[src/rtl/bus_arbiter.sv]
// Two-master arbiter for the shared system bus.
// Serialises transactions from master 0 (core load/store) and master 1
// (secondary requester), drives the shared address/data/strobes, decodes
// device selects and returns read data with a one-cycle ready pulse.
// Ports:
//   clock, reset                 clock and asynchronous active-high reset
//   m*_req/read/write/address/wdata   per-master request
//   m*_ready, m*_rdata           per-master completion pulse and read data
//   address_bus, data_out, read, write   shared bus master side
//   data_in                      read data from the selected slave
//   sel_ram, sel_vga, sel_kbd    one-hot device selects
//   grant                        current/last bus owner (0 = m0, 1 = m1)
module bus_arbiter #(
    parameter logic [63:0] VGA_BASE    = 64'h0000_0000_0000_8000,
    parameter logic [63:0] VGA_SIZE    = 64'h0000_0000_0000_1000,
    parameter logic [63:0] KBD_ADDR    = 64'h0000_0000_0000_9000,
    parameter logic [63:0] RAM_SIZE    = 64'h0000_0000_0000_4000,
    parameter int unsigned WAIT_CYCLES = 1
) (
    input  logic        clock,
    input  logic        reset,
    input  logic        m0_req,
    input  logic        m1_req,
    input  logic        m0_read,
    input  logic        m1_read,
    input  logic        m0_write,
    input  logic        m1_write,
    input  logic [63:0] m0_address,
    input  logic [63:0] m1_address,
    input  logic [63:0] m0_wdata,
    input  logic [63:0] m1_wdata,
    output logic        m0_ready,
    output logic        m1_ready,
    output logic [63:0] m0_rdata,
    output logic [63:0] m1_rdata,
    output logic [63:0] address_bus,
    output logic [63:0] data_out,
    output logic        read,
    output logic        write,
    input  logic [63:0] data_in,
    output logic        sel_ram,
    output logic        sel_vga,
    output logic        sel_kbd,
    output logic        grant
);

    localparam int unsigned CNT_W = 4;

    typedef enum logic [1:0] {
        IDLE,
        ACCESS,
        DONE
    } state_t;

    state_t             state;
    logic [CNT_W-1:0]   wait_cnt;
    logic               last_grant;

    // Winner selection: round-robin on contention, otherwise the lone requester.
    logic        win_c;
    logic [63:0] win_addr_c;
    logic [63:0] win_wdata_c;
    logic        win_read_c;
    logic        win_write_c;
    logic        ram_hit_c;
    logic        vga_hit_c;
    logic        kbd_hit_c;
    logic        any_sel_c;

    assign win_c       = (m0_req && m1_req) ? ~last_grant : m1_req;
    assign win_addr_c  = win_c ? m1_address : m0_address;
    assign win_wdata_c = win_c ? m1_wdata   : m0_wdata;
    assign win_read_c  = win_c ? m1_read    : m0_read;
    assign win_write_c = win_c ? m1_write   : m0_write;

    // Address decode; priority keeps the selects one-hot even if windows overlap.
    assign ram_hit_c = (win_addr_c < RAM_SIZE);
    assign vga_hit_c = !ram_hit_c && (win_addr_c >= VGA_BASE) &&
                       (win_addr_c < (VGA_BASE + VGA_SIZE));
    assign kbd_hit_c = !ram_hit_c && !vga_hit_c && (win_addr_c == KBD_ADDR);

    // Read data only comes back for a real read of a mapped device.
    assign any_sel_c = sel_ram | sel_vga | sel_kbd;

    // Transaction sequencer with registered bus and completion outputs.
    always_ff @(posedge clock or posedge reset) begin
        if (reset) begin
            state       <= IDLE;
            wait_cnt    <= '0;
            last_grant  <= 1'b1;
            grant       <= 1'b0;
            address_bus <= '0;
            data_out    <= '0;
            read        <= 1'b0;
            write       <= 1'b0;
            sel_ram     <= 1'b0;
            sel_vga     <= 1'b0;
            sel_kbd     <= 1'b0;
            m0_ready    <= 1'b0;
            m1_ready    <= 1'b0;
            m0_rdata    <= '0;
            m1_rdata    <= '0;
        end else begin
            case (state)
                IDLE: begin
                    if (m0_req || m1_req) begin
                        grant       <= win_c;
                        last_grant  <= win_c;
                        address_bus <= win_addr_c;
                        data_out    <= win_wdata_c;
                        write       <= win_write_c;
                        read        <= win_read_c & ~win_write_c;
                        sel_ram     <= ram_hit_c;
                        sel_vga     <= vga_hit_c;
                        sel_kbd     <= kbd_hit_c;
                        wait_cnt    <= CNT_W'(WAIT_CYCLES);
                        state       <= ACCESS;
                    end
                end
                ACCESS: begin
                    if (wait_cnt == '0) begin
                        if (grant) begin
                            m1_ready <= 1'b1;
                            m1_rdata <= (read && any_sel_c) ? data_in : '0;
                        end else begin
                            m0_ready <= 1'b1;
                            m0_rdata <= (read && any_sel_c) ? data_in : '0;
                        end
                        address_bus <= '0;
                        data_out    <= '0;
                        read        <= 1'b0;
                        write       <= 1'b0;
                        sel_ram     <= 1'b0;
                        sel_vga     <= 1'b0;
                        sel_kbd     <= 1'b0;
                        state       <= DONE;
                    end else begin
                        wait_cnt <= wait_cnt - CNT_W'(1);
                    end
                end
                DONE: begin
                    m0_ready <= 1'b0;
                    m1_ready <= 1'b0;
                    m0_rdata <= '0;
                    m1_rdata <= '0;
                    state    <= IDLE;
                end
                default: state <= IDLE;
            endcase
        end
    end

endmodule
[config.mk]
export PLATFORM = sky130hd
export DESIGN_NAME = bus_arbiter
export DESIGN_NICKNAME = d
export VERILOG_FILES = /design/src/rtl/bus_arbiter.sv
export SDC_FILE = /design/constraint.sdc
export NUM_CORES = 1
export LEC_CHECK = 0
export CAP_MARGIN = 20
export CORE_AREA = 5 5 228 230
export DETAILED_ROUTE_END_ITERATION = 16
export DIE_AREA = 0 0 233 235
export PLACE_DENSITY = 0.55
export SLEW_MARGIN = 15
export SYNTH_ARGS = -nofsm -noshare
export SYNTH_HDL_FRONTEND = slang
export SYNTH_SLANG_ARGS = --single-unit
export TNS_END_PERCENT = 10
[constraint.sdc]
create_clock -name clock -period 12.6 [get_ports clock]
set_input_delay 1.89 -clock clock [delete_from_list [all_inputs] [get_ports clock]]
set_output_delay 1.89 -clock clock [all_outputs]
set_load 0.005 [all_outputs]
==> impl_metrics.env <==
export IMPL_portBuffers=591
export IMPL_p_total_w=0.00339
export IMPL_grt_pass1_wl_mm=74.3
export IMPL_dieHeight_um=235
export IMPL_post_dp_hpwl_mm=37.7
export IMPL_finalInstanceArea_um2=19500
export IMPL_rows=82
export IMPL_setup_viol=0
export IMPL_grt_usage=0.176
export IMPL_synth_warnings=0
export IMPL_die_area_um2=54800
export IMPL_clk_insertion_delay_late_ps=520
export IMPL_cts_inserted_buffers=34
export IMPL_ios=592
export IMPL_clkTransAtPathRegs_ps=50
export IMPL_path_class="input port to register"
export IMPL_ir_drop_uv=118
export IMPL_finalCriticalPeriod_ps=4630
export IMPL_layout_drive_gt1_share=0.0484
export IMPL_dr_first_iter_drc_count=685
export IMPL_rsz0062_at_grt="false"
export IMPL_final_max_slew_viol_count=0
export IMPL_gr_total_overflow=0
export IMPL_start_util=0.239
export IMPL_clkSinkCount=271
export IMPL_status="complete, no violations"
export IMPL_ys_seq_area_frac=0.572
export IMPL_place_area_um2=18300
export IMPL_cap_violations=0
export IMPL_synth_cell_types=43
export IMPL_viasPerCell=4.53
export IMPL_timing_hold_ws_ps=475
export IMPL_max_freq_mhz=216
export IMPL_cts_resized=0
export IMPL_post_cts_buffers=0
export IMPL_nets=2025
export IMPL_path_max_fanout=54
export IMPL_instances_no_fill=2393
export IMPL_finalCritPeriodShare=0.368
export IMPL_synth_top_area_cell="dfrtp_1"
export IMPL_dpl_cell_count=2327
export IMPL_synth_top_area_share=0.569
export IMPL_grt_antenna_before_repair=13
export IMPL_wl_mm=50.4
export IMPL_clk_path_buf_depth=3
export IMPL_slew_headroom=0.300
export IMPL_ys_async_sr_fraction=1.00
export IMPL_n_fill_cell=4954
export IMPL_critical_path_required_ps=12960
export IMPL_synthCells=1133
export IMPL_grt_max_degree=128
export IMPL_syn_nets=1466
export IMPL_antenna_left=0
export IMPL_finalHoldViolCount=0
export IMPL_fin_tns_setup_ps=0
export IMPL_htree_levels=2
export IMPL_worst_ep_arrival_time_ps=4990
export IMPL_syn_cell_area_um2=11900
export IMPL_finClkSkew_ps=9.98
export IMPL_hold_class="register to register"
export IMPL_synth_edff_count=0
export IMPL_synth_avg_cell_area_um2=10.5
export IMPL_powerDensity_nw_per_um2=174
export IMPL_grt_pass1_vias=11369
export IMPL_drc=0
export IMPL_clock_tree_root_cell="clkbuf_16"
export IMPL_p_leak_nw=8.37
export IMPL_die_width_um=233
export IMPL_drt_first_pass_iters=5
export IMPL_cp_end_kind="register"
export IMPL_core_area_um2=49700
export IMPL_via_count=10830
export IMPL_gp_congestion=0.904
export IMPL_wl_per_cell_um=21.1
export IMPL_crit_path_start_kind="input port"
export IMPL_cts_hold_buf=0
export IMPL_max_slew_worst_pin_slew_ps=1050
export IMPL_cts_tree="yes"
export IMPL_synth_seq_cells=271
export IMPL_synth_ff_type="dfrtp_1"
export IMPL_ys_top_cells_by_area="dfrtp_1 (57%), mux2i_1 (11%), nand2_1 (8.6%)"
export IMPL_syn_to_final_growth_pct=64.3
[flip-flops by register name, summed over array words and instances (netlist names), 2 cells and up]
register	flops
m1_rdata	64
data_out	64
m0_rdata	64
wait_cnt	4
address_bus	64
state	2
[critical path, stage by stage]
cell and delay [ps]:
clkdlybuf4s50_1 610, a21bo_4 450, buf_4 690, buf_4 860, mux2i_1 270, o21ai_0 110
[per-stage QoR]
stage	worst slack (ps)	util
floorplan	3240	-
global placement	7380	0.369
CTS	7880	0.392
global route	7750	0.392
detailed placement	7300	0.369
finish	7970	0.393
[path summary, 6_finish.rpt]
check	startpoint	end	slack [ps]	cells after the start
min	address_bus[19]	address_bus[19]	470	2
min reg2reg	address_bus[19]	address_bus[19]	470	2
max	m0_req	data_out[34]	7970	6
min in group asynchronous	reset	m0_rdata[49]	1960	2
max reg2reg	last_grant	data_out[34]	9400	5
max in group asynchronous	reset	data_out[23]	9040	3
[final cells by class]
cell class	instances	area (µm²)	area share
inverter	9	41.3	0.00212
clock buffer	54	1070	0.0549
tap	672	841	0.0431
antenna	5	12.5	0.000642
timing repair buffer	603	6030	0.309
sequential	271	6780	0.348
multi-input combinational	773	4660	0.239
clock inverter	6	61.3	0.00315
[cells in the mapped netlist, types with 2 or more instances]
library cell	number
nor2_1	17
dfrtp_1	270
nor3_1	12
clkbuf_1	28
inv_1	8
o21ai_1	20
o21ai_0	181
buf_6	4
nor4b_1	2
nand3_1	5
o221ai_1	2
nor4_1	22
nand4_1	4
ha_1	5
nand2_1	273
nor3b_1	5
mux2i_1	128
nor4_4	2
o31ai_1	2
a31oi_1	2
a21oi_1	8
buf_2	30
xor2_1	2
buf_4	18
a22o_1	65
[cell families (layout without fill, tap and decap cells)]
group / after synthesis / after routing / synth area share
other: 0 / 5 / 0
flip-flops: 271 / 271 / 0.572
XOR/XNOR: 2 / 2 / 0.00148
AO/OA/AOI/OAI: 287 / 287 / 0.146
buffers and inverters: 89 / 672 / 0.0395
AND/OR/NAND/NOR: 351 / 351 / 0.129
multiplexers: 128 / 128 / 0.108
adder cells (fa/ha/maj): 5 / 5 / 0.00527
[placed cells by master (no fill, tap or decap), drive strengths merged, types with 2 or more instances in the layout]
cell type      Yosys  routed
a21oi              9       9
a31oi              2       2
nor3b              5       5
nor2              18      18
inv                9       9
buf               52      12
nor4              24      24
nand2            273     273
clkdlybuf4s50      0     591
nor4b              3       3
o21ai            201     201
clkinv             0       4
nor3              13      13
nand4              4       4
a22o              65      65
mux2i            128     128
o31ai              3       3
nand3              5       5
xor2               2       2
clkbuf            28      54
diode              0       5
o221ai             2       2
ha                 5       5
dfrtp            270     270
[report_power, final]
part           internal (W)  switching (W)  total [W]
clock              0.000602       0.000382   0.000984
combinational      0.000540       0.000716    0.00126
sequential          0.00105      0.0000999    0.00115
total               0.00219        0.00120    0.00339
[routing by layer]
layer / wire length, µm / GRT usage
met1: 19400 / 0.205
met2: 24200 / 0.294
met3: 5340 / 0.0780
met4: 1460 / 0.0521
met5: 66 / 0
No activity file was read; power rests on OpenSTA's default activity.
